$ cat config.mk
export PLATFORM = sky130hd
export DESIGN_NAME = mem_access_unit
export DESIGN_NICKNAME = d
export VERILOG_FILES = /design/src/rtl/mem_access_unit.sv
export SDC_FILE = /design/constraint.sdc
export NUM_CORES = 1
export LEC_CHECK = 0
export CAP_MARGIN = 10
export CORE_ASPECT_RATIO = 1.4
export CORE_MARGIN = 1
export CORE_UTILIZATION = 44
export CTS_CLUSTER_SIZE = 8
export DETAILED_ROUTE_END_ITERATION = 8
export PLACE_DENSITY = 0.71
export SLEW_MARGIN = 20
export SYNTH_ARGS = -nofsm -noshare
export SYNTH_HDL_FRONTEND = slang
export SYNTH_SLANG_ARGS = --single-unit
export TNS_END_PERCENT = 5
$ cat constraint.sdc
create_clock -name CLK -period 2.2 [get_ports CLK]
set_input_delay 0.44 -clock CLK [delete_from_list [all_inputs] [get_ports CLK]]
set_output_delay 0.44 -clock CLK [all_outputs]
set_load 0.03 [all_outputs]
$ cat src/rtl/mem_access_unit.sv
// ---------------------------------------------------------------------------
// mem_access_unit
//   Turns CPU byte/half/word load-store requests into accesses on a
//   word-organised memory. Sub-word stores are done as read-merge-write.
//   Misaligned or illegal-size requests are answered with resp_err and
//   never touch memory.
//
// Ports
//   CLK, Reset            clock, async active-low reset
//   req_valid/req_ready   request handshake (ready only when idle)
//   req_write             1 = store, 0 = load
//   req_size              00 byte, 01 half, 10 word, 11 illegal
//   req_sign              load sign-extension select
//   req_addr, req_wdata   byte address, right-aligned store data
//   resp_valid            one-cycle completion pulse (no backpressure)
//   resp_rdata, resp_err  extended load data, error flag
//   DataR, DataW          memory read / write enables
//   DAdd                  word index {2'b00, addr[31:2]}
//   Datain                word written to memory (committed on negedge CLK)
//   Dataout               combinational memory read data
// ---------------------------------------------------------------------------
module mem_access_unit (
    input  logic        CLK,
    input  logic        Reset,
    input  logic        req_valid,
    output logic        req_ready,
    input  logic        req_write,
    input  logic [1:0]  req_size,
    input  logic        req_sign,
    input  logic [31:0] req_addr,
    input  logic [31:0] req_wdata,
    output logic        resp_valid,
    output logic [31:0] resp_rdata,
    output logic        resp_err,
    output logic        DataR,
    output logic        DataW,
    output logic [31:0] DAdd,
    output logic [31:0] Datain,
    input  logic [31:0] Dataout
);

    typedef enum logic [2:0] {
        ST_IDLE,
        ST_LOAD,
        ST_MERGE,
        ST_WRITE,
        ST_DONE
    } state_t;

    localparam logic [1:0] SZ_BYTE = 2'b00;
    localparam logic [1:0] SZ_HALF = 2'b01;
    localparam logic [1:0] SZ_WORD = 2'b10;

    state_t      state_q, state_d;
    logic        write_q, write_d;
    logic [1:0]  size_q,  size_d;
    logic        sign_q,  sign_d;
    logic [31:0] addr_q,  addr_d;
    logic [31:0] wdata_q, wdata_d;
    logic [31:0] merge_q, merge_d;
    logic [31:0] rdata_q, rdata_d;
    logic        err_q,   err_d;

    logic        req_err;
    logic [4:0]  lane_shift;
    logic [31:0] rd_shifted;
    logic [31:0] load_ext;
    logic [31:0] lane_mask;
    logic [31:0] merged_word;

    // Alignment/size check on the live request, evaluated at accept.
    assign req_err = (req_size == 2'b11)
                   | ((req_size == SZ_HALF) & req_addr[0])
                   | ((req_size == SZ_WORD) & (|req_addr[1:0]));

    // Byte offset within the word; for aligned halves addr[0]=0 so this
    // equals addr[1]*16, and for words it is zero.
    assign lane_shift = {addr_q[1:0], 3'b000};
    assign rd_shifted = Dataout >> lane_shift;

    always_comb begin
        unique case (size_q)
            SZ_BYTE: load_ext = {{24{sign_q & rd_shifted[7]}},  rd_shifted[7:0]};
            SZ_HALF: load_ext = {{16{sign_q & rd_shifted[15]}}, rd_shifted[15:0]};
            default: load_ext = rd_shifted;
        endcase
    end

    assign lane_mask   = ((size_q == SZ_BYTE) ? 32'h0000_00FF : 32'h0000_FFFF) << lane_shift;
    assign merged_word = (Dataout & ~lane_mask) | ((wdata_q << lane_shift) & lane_mask);

    // ---------------- state register ----------------
    // NOTE: sequential state uses non-blocking assignments so every flop
    // samples pre-edge values regardless of process ordering.
    always_ff @(posedge CLK or negedge Reset) begin
        if (!Reset) state_q <= ST_IDLE;
        else        state_q <= state_d;
    end

    // ---------------- next-state logic ----------------
    // NOTE: every combinational output gets a default first, so no path
    // leaves it unassigned and no latch is inferred.
    always_comb begin
        state_d = state_q;
        unique case (state_q)
            ST_IDLE: begin
                if (req_valid) begin
                    if (req_err)                 state_d = ST_DONE;
                    else if (!req_write)         state_d = ST_LOAD;
                    else if (req_size == SZ_WORD) state_d = ST_WRITE;
                    else                         state_d = ST_MERGE;
                end
            end
            ST_LOAD:  state_d = ST_DONE;
            ST_MERGE: state_d = ST_WRITE;
            ST_WRITE: state_d = ST_DONE;
            ST_DONE:  state_d = ST_IDLE;
            default:  state_d = ST_IDLE;
        endcase
    end

    // ---------------- datapath registers ----------------
    always_ff @(posedge CLK or negedge Reset) begin
        if (!Reset) begin
            write_q <= 1'b0;
            size_q  <= 2'b00;
            sign_q  <= 1'b0;
            addr_q  <= 32'h0;
            wdata_q <= 32'h0;
            merge_q <= 32'h0;
            rdata_q <= 32'h0;
            err_q   <= 1'b0;
        end else begin
            write_q <= write_d;
            size_q  <= size_d;
            sign_q  <= sign_d;
            addr_q  <= addr_d;
            wdata_q <= wdata_d;
            merge_q <= merge_d;
            rdata_q <= rdata_d;
            err_q   <= err_d;
        end
    end

    always_comb begin
        write_d = write_q;
        size_d  = size_q;
        sign_d  = sign_q;
        addr_d  = addr_q;
        wdata_d = wdata_q;
        merge_d = merge_q;
        rdata_d = rdata_q;
        err_d   = err_q;
        unique case (state_q)
            ST_IDLE: begin
                if (req_valid) begin
                    write_d = req_write;
                    size_d  = req_size;
                    sign_d  = req_sign;
                    addr_d  = req_addr;
                    wdata_d = req_wdata;
                    err_d   = req_err;
                    // Stores and errors report zero data.
                    rdata_d = 32'h0;
                end
            end
            ST_LOAD:  rdata_d = write_q ? 32'h0 : load_ext;
            ST_MERGE: merge_d = merged_word;
            default:  ;
        endcase
    end

    // ---------------- outputs ----------------
    // Memory strobes decode straight from state_q, so the async reset of
    // state_q drops DataW immediately, before the memory's negedge commit.
    always_comb begin
        req_ready  = (state_q == ST_IDLE);
        DataR      = (state_q == ST_LOAD) || (state_q == ST_MERGE);
        DataW      = (state_q == ST_WRITE);
        DAdd       = 32'h0;
        Datain     = 32'h0;
        resp_valid = (state_q == ST_DONE);
        resp_err   = (state_q == ST_DONE) && err_q;
        resp_rdata = rdata_q;
        if (DataR || DataW) DAdd = {2'b00, addr_q[31:2]};
        if (DataW)          Datain = (size_q == SZ_WORD) ? wdata_q : merge_q;
    end

endmodule

==> impl_metrics.tcl, run 1 <==
set metrics [dict create \
    maxSlewViolCount 0 \
    postSynth.asyncResetShare 1.00 \
    initial_core_util 0.457 \
    worst_r2r_startpoint "state_q[1]" \
    final.hold.worst_slack_ns 0.399 \
    detailroute.via_count 6574 \
    min-delay-start "Dataout[31]" \
    core_area_um2 15200 \
    standard_cell_row_count 53 \
    dpl.hpwl_um 15500 \
    p_leak_nw 4.72 \
    setup_viol 11 \
    path_max_fanout 28 \
    synthesis.area_um2 6940 \
    cp-startpoint "state_q[2]" \
    clkLatencyLatePin_ns 0.42 \
    final_nets 1118 \
    largest_net_degree_at_the_start_of_global_routing 62 \
    io-pin-count 204 \
    postSynthRegisterBits 136 \
    ir_drop_uv 826 \
    die_area_um2 16300 \
    layout.core_utilization 0.669 \
    grt_pass1_vias 6415 \
    place.gp.congestion 0.853 \
    max_slew.worst_pin.slew_ns 1.04 \
    grt_overflow_total 0 \
    synth_seq_area_share 0.491 \
    htree_num_levels 4 \
    die_y_um 151 \
    detailedRoute.firstPassIterationCount 5 \
    route.detailed.vias_per_inst 5.39 \
    number_of_distinct_library_cells_after_synthesis 40 \
    synth-edff-count 0 \
    clk_transition_reported_paths_ns 0.06 \
    route.detailed.drc 0 \
    multi_input_gate_area_in_the_final_layout_um2 3370 \
    clock_sinks 136 \
    first_pass_grt_wire_length_um 34000 \
    yosysWarningCount 0 \
    status "finished with violations" \
    detail_route.iter0.violations 395 \
    layout_worst_path_cycle_share 1.02 \
    postSynth.topFlopCell "sky130_fd_sc_hd__dfrtp_1" \
    fill_cells 1242 \
    numCtsBuffers 17 \
    period_minus_slack_ns 2.24 \
    hold_path_class "input port to flip-flop" \
    route.antenna.remaining_nets 0 \
    portBuffers 201 \
    average_cell_area_after_synthesis_um2 8.46 \
    register_area_um2 3410 \
    syn_inst 820 \
    clock-skew-final_ns 0.00527 \
    share_of_post_route_cells_with_drive_strength_above_1 0.192 \
    ctsLongestPathBuffers 2 \
    criticalPathCategory "flip-flop to output port" \
    die-width_um 108 \
    layout_setup_ws_ns -0.0437 \
    antenna_found_initial 0 \
    cp.arrival_ns 1.80 \
    max_cap_violations 0 \
    worst_setup_path_end_kind "output port" \
    preCtsSetupSlack_ns -0.334 \
    cts_setup_buffers 0 \
    ctsRootBufferMaster "sky130_fd_sc_hd__clkbuf_16" \
    area_growth_syn_to_layout_pct 46.5 \
    finalHoldViolations 0 \
    grt_setup_unrepaired "yes" \
    drt_wl_total_um 21900 \
    violations "setup timing" \
    groute.usage.overall 0.276 \
    slew_headroom 0.305 \
    critPathLaunchType "flip-flop" \
    route.detailed.wl_per_inst_um 17.9 \
    max_freq_mhz 446 \
    n_antenna_cell 0 \
    cts_tree "yes" \
    worst-endpoint-required_ns 1.76 \
    pwr_density_cell_nw_per_um2 1500 \
]
## routing by layer
metal | up-vias | GRT usage | part of all wire
met5 | - | 0 | 0
met4 | 0 | 0.125 | 0.036
met3 | 51 | 0.0636 | 0.074
met2 | 277 | 0.447 | 0.49
met1 | 3129 | 0.348 | 0.40
li1 | 3117 | - | -
## logic make-up after synthesis
| kind of cell | synth area share |
|---|---|
| AO/OA/AOI/OAI | 0.142 |
| buffers and inverters | 0.0404 |
| flip-flops | 0.491 |
| multiplexers | 0.0869 |
| AND/OR/NAND/NOR | 0.239 |
| other | 0.000541 |
| XOR/XNOR | 0.00126 |
## layout by cell type, fill, tap and decap left out, drive strengths merged, types with 2 or more instances in the layout
cell,synthesis,layout
a211oi,8,8
a21o,2,2
a21oi,56,56
a221o,16,16
a31oi,2,2
and2,32,32
buf,12,99
bufinv,0,4
clkbuf,50,20
clkdlybuf4s50,0,132
clkinv,0,3
clkinvlp,0,2
conb,1,2
dfrtp,136,136
dlygate4sd2,0,3
inv,5,9
mux2,16,16
mux2i,40,40
nand2,307,307
nand3b,8,8
nor2,38,38
nor2b,3,3
nor3,5,5
o21ai,52,52
o31ai,17,17
## cell usage after synthesis, types with 2 or more instances
cell type / number / area [µm²]
sky130_fd_sc_hd__nand2_1: 307 / 1150
sky130_fd_sc_hd__dfrtp_1: 136 / 3400
sky130_fd_sc_hd__a21oi_1: 56 / 280
sky130_fd_sc_hd__o21ai_0: 51 / 255
sky130_fd_sc_hd__clkbuf_1: 50 / 188
sky130_fd_sc_hd__mux2i_1: 40 / 400
sky130_fd_sc_hd__nor2_1: 38 / 143
sky130_fd_sc_hd__and2_1: 32 / 200
sky130_fd_sc_hd__o31ai_1: 17 / 128
sky130_fd_sc_hd__mux2_2: 16 / 180
sky130_fd_sc_hd__a221o_2: 10 / 113
sky130_fd_sc_hd__a211oi_1: 8 / 60.1
sky130_fd_sc_hd__nand3b_1: 8 / 60.1
sky130_fd_sc_hd__a221o_1: 6 / 60.1
sky130_fd_sc_hd__buf_2: 5 / 25.0
sky130_fd_sc_hd__nor3_1: 5 / 25.0
sky130_fd_sc_hd__inv_1: 4 / 15.0
sky130_fd_sc_hd__buf_1: 3 / 11.3
sky130_fd_sc_hd__nor2b_1: 3 / 18.8
sky130_fd_sc_hd__a21o_1: 2 / 15.0
sky130_fd_sc_hd__a31oi_1: 2 / 12.5
sky130_fd_sc_hd__buf_4: 2 / 15.0
sky130_fd_sc_hd__buf_6: 2 / 22.5
## critical path, cell delays in order, from the launching register on
cell and delay [ns]:
sky130_fd_sc_hd__dfrtp_1 0.40, sky130_fd_sc_hd__buf_6 0.15, sky130_fd_sc_hd__nand3b_1 0.22, sky130_fd_sc_hd__buf_12 0.22, sky130_fd_sc_hd__a21oi_2 0.22, sky130_fd_sc_hd__buf_12 0.15
## worst paths after layout
| check | endpoint | slack [ns] | cells after the start |
|---|---|---|---|
| worst max-delay path | Datain[13] | -0.04 | 5 |
| worst min-delay path | resp_rdata[31] | 0.40 | 2 |
| worst max register to register | resp_rdata[27] | 0.10 | 3 |
| worst min register to register | addr_q[25] | 0.46 | 2 |
| max in group asynchronous | wdata_q[29] | 0.99 | 3 |
| min in group asynchronous | addr_q[24] | 0.48 | 2 |
## report_power, final
group / internal (mW) / switching (mW)
sequential: 3.67 / 0.880
clock: 1.94 / 1.14
combinational: 3.00 / 4.57
## cell type report
| class | instances | area share |
|---|---|---|
| inverter | 5 | 0.00185 |
| tap | 192 | 0.0236 |
| clock inverter | 13 | 0.0190 |
| timing repair buffer | 237 | 0.244 |
| clock buffer | 19 | 0.0436 |
| sequential | 136 | 0.335 |
| multi-input combinational | 618 | 0.332 |
## sequential cells by signal, indices dropped and copies added, names as in the netlist
signal and flops:
size_q 2, wdata_q 32, addr_q 32, sign_q 1, state_q 3, write_q 1, err_q 1, merge_q 32
resp_rdata 32
## repair_timing
action,CTS,global route
pin swaps,0,1
gates resized for setup,9,34
endpoints found under the hold margin,36,0
setup endpoints to repair,58,80
hold buffers,1,0
## through the flow
stage	power, mW	instances	area [µm²]	TNS, ns
floorplan	9.14	821	6950	0
global placement	11.9	1187	9390	-6.68
detailed placement	12.0	1187	9390	-6.83
CTS	15.1	1220	10000	-1.48
global route	16.2	1220	10200	-1.73
finish	15.2	1220	10200	-0.182
No activity file was read; power rests on OpenSTA's default activity.
==> inputs of run 2 (changes only) <==
--- a/config.mk
+++ b/config.mk
@@ -11,6 +11,7 @@
 export CORE_UTILIZATION = 44
 export CTS_CLUSTER_SIZE = 8
 export DETAILED_ROUTE_END_ITERATION = 8
+export HOLD_SLACK_MARGIN = 0.02
 export PLACE_DENSITY = 0.71
 export SLEW_MARGIN = 20
 export SYNTH_ARGS = -nofsm -noshare
==> results of run 2 <==
Same layout as run 1: the final DEF is identical, and so are final timing and power.
==> inputs of run 3 (changes only) <==
--- a/config.mk
+++ b/config.mk
@@ -5,6 +5,7 @@
 export SDC_FILE = /design/constraint.sdc
 export NUM_CORES = 1
 export LEC_CHECK = 0
+export ABC_AREA = 1
 export CAP_MARGIN = 10
 export CORE_ASPECT_RATIO = 1.4
 export CORE_MARGIN = 1
==> run 3 against run 2 <==
The run still ends with setup timing left. Largest power group unchanged. First-iteration DRC count up 19%. Worst hold slack better by 0.071 ns. Sequential cell count unchanged. Register-to-register slack better by 0.14 ns. Die area up 2.2%. Total power down 0.34%.
==> impl_metrics.tcl, run 3 <==
set metrics [dict create \
    die_area_um2 16600 \
    layout_worst_path_cycle_share 1.01 \
    worst_setup_path_end_kind "output port" \
    antenna_found_initial 1 \
    netlist.area_leader.share 0.480 \
    detailroute.via_count 7295 \
    clk_transition_reported_paths_ns 0.06 \
    final_nets 1293 \
    detailedRoute.firstPassIterationCount 5 \
    die-width_um 109 \
    drt_wl_total_um 23100 \
    route.detailed.drc 0 \
    ctsRootBufferMaster "sky130_fd_sc_hd__clkbuf_16" \
    average_cell_area_after_synthesis_um2 7.16 \
    largest_net_degree_at_the_start_of_global_routing 47 \
    route.antenna.remaining_nets 0 \
    clkLatencyLatePin_ns 0.42 \
    hold_path_class "input port to asynchronous set/reset pin" \
    first_pass_grt_wire_length_um 35900 \
    ctsLongestPathBuffers 2 \
    detail_route.iter0.violations 469 \
    route.detailed.vias_per_inst 5.21 \
    period_minus_slack_ns 2.21 \
    layout.cells.most_common_list "sky130_fd_sc_hd__nand2_1, sky130_fd_sc_hd__dfrtp_1, sky130_fd_sc_hd__clkdlybuf4s50_1" \
    postSynth.asyncResetShare 1.00 \
    setup-tns-final_ns -0.0177 \
    worst_r2r_startpoint "addr_q[0]" \
    r2r_cells 6 \
    violations "setup timing" \
    max_slew.worst_pin.slew_ns 0.500 \
    synth-edff-count 0 \
    groute.usage.overall 0.282 \
    postSynthRegisterBits 136 \
    postSynth.topFlopCell "sky130_fd_sc_hd__dfrtp_1" \
    initial_core_util 0.453 \
    rrSetupSlack_ns 0.24 \
    maxSlewViolCount 0 \
    cp-startpoint "state_q[2]" \
    finalHoldViolations 0 \
    core_area_um2 15700 \
    syn_inst 990 \
    area_growth_syn_to_layout_pct 42.9 \
    die_y_um 152 \
    synth.area.top_cells "sky130_fd_sc_hd__dfrtp_1, sky130_fd_sc_hd__nand2_1, sky130_fd_sc_hd__o21ai_0" \
    grt_setup_unrepaired "yes" \
    htree_num_levels 4 \
    place.gp.congestion 0.949 \
    slew_headroom 0.663 \
    dpl.hpwl_um 16900 \
    synth_largest_area_cell "sky130_fd_sc_hd__dfrtp_1" \
    clock-skew-final_ns 0.00832 \
    synthesis.area_um2 7090 \
    layout.cell_area.non_filler_um2 10100 \
    final.hold.worst_slack_ns 0.470 \
    worst-endpoint-required_ns 1.76 \
    number_of_distinct_library_cells_after_synthesis 24 \
    post-synth-top-count-cell "sky130_fd_sc_hd__nand2_1" \
    numCtsBuffers 17 \
    layout.core_utilization 0.646 \
    grt_overflow_total 0 \
    max_freq_mhz 452 \
    pwr_density_cell_nw_per_um2 1500 \
    fill_cells 1412 \
    cts_tree "yes" \
    preCtsSetupSlack_ns 0.0898 \
    clock_sinks 136 \
    rr_endpoint "merge_q[29]" \
    standard_cell_row_count 54 \
    yosysWarningCount 0 \
    place_area_um2 9440 \
    layout_setup_ws_ns -0.0125 \
    path_max_fanout 8 \
    route.detailed.wl_per_inst_um 16.5 \
    setup_viol 2 \
    grt_pass1_vias 6987 \
    share_of_post_route_cells_with_drive_strength_above_1 0.141 \
    cp.arrival_ns 1.77 \
    io-pin-count 204 \
    post_synth_top_cells "sky130_fd_sc_hd__nand2_1, sky130_fd_sc_hd__dfrtp_1, sky130_fd_sc_hd__o21ai_0" \
    final_common_cell "sky130_fd_sc_hd__nand2_1" \
    criticalPathCategory "flip-flop to output port" \
    ir_drop_uv 1140 \
    portBuffers 201 \
    p_leak_nw 4.97 \
    status "finished with violations" \
    critPathLaunchType "flip-flop" \
    synth_seq_area_share 0.480 \
    crit_end "Datain[9]" \
    max_cap_violations 0 \
]
[run 3: through the flow]
| step | total power [mW] | cells |
|---|---|---|
| after floorplan | 9.38 | 991 |
| after global placement | 12.0 | 1363 |
| after detailed placement | 12.1 | 1363 |
| after CTS | 15.1 | 1396 |
| after global routing | 16.3 | 1400 |
| final | 15.2 | 1400 |
[run 3: how the worst min path moves through the flow]
stage	cells after the start	endpoint	slack [ns]	start
4_1_cts	2	wdata_q[24]	0.48	wdata_q[24]
2_1_floorplan	0	addr_q[0]	0.14	Reset
6_report	2	addr_q[18]	0.47	Reset
5_1_grt	2	addr_q[18]	0.51	Reset
3_3_place_gp	1	addr_q[18]	0.38	Reset
3_5_place_dp	1	addr_q[18]	0.38	Reset
[run 3: logic make-up after synthesis]
kind of cell	Yosys count	synth area share
buffers and inverters	139	0.0847
AOI/OAI and AO/OA	221	0.159
and+or+nand+nor	493	0.276
DFF	136	0.480
other	1	0.000529
[run 3: layout make-up]
| type | instances | area, µm² | share of cell area |
|---|---|---|---|
| antenna | 1 | 2.50 | 0.000247 |
| multi-input combinational | 716 | 3140 | 0.310 |
| timing repair buffer | 240 | 2420 | 0.238 |
| clock buffer | 19 | 453 | 0.0447 |
| inverter | 79 | 302 | 0.0298 |
| clock inverter | 13 | 166 | 0.0164 |
| tap | 196 | 245 | 0.0242 |
| sequential | 136 | 3410 | 0.336 |
[run 3: what timing repair did]
action / 4_1_cts / 5_1_grt
endpoints found under the hold margin: 22 / 0
cloned: 0 / 3
endpoints found under the setup margin: 59 / 56
hold buffers: 1 / 0
setup buffers: 0 / 0
gates resized for setup: 140 / 64
pin swaps: 0 / 0
[run 3: metal layers]
layer,part of all wire,vias to the layer above,global-route usage
met5,0,-,0
met4,0.047,0,0.133
met3,0.062,81,0.0479
met2,0.49,307,0.457
met1,0.40,3369,0.361
li1,-,3538,-
[run 3: worst max-delay path, stage by stage, from the launching register on]
cell and delay (ns):
sky130_fd_sc_hd__dfrtp_1 0.38, sky130_fd_sc_hd__inv_2 0.09, sky130_fd_sc_hd__nand3_2 0.10, sky130_fd_sc_hd__clkinv_4 0.11, sky130_fd_sc_hd__clkbuf_16 0.17, sky130_fd_sc_hd__o21ai_0 0.08
sky130_fd_sc_hd__a21oi_1 0.21, sky130_fd_sc_hd__buf_4 0.21
[run 3: where the power goes]
group / internal [mW] / switching (mW) / total [mW]
logic: 2.65 / 5.10 / 7.76
clock network: 1.85 / 1.12 / 2.98
registers: 3.68 / 0.744 / 4.43
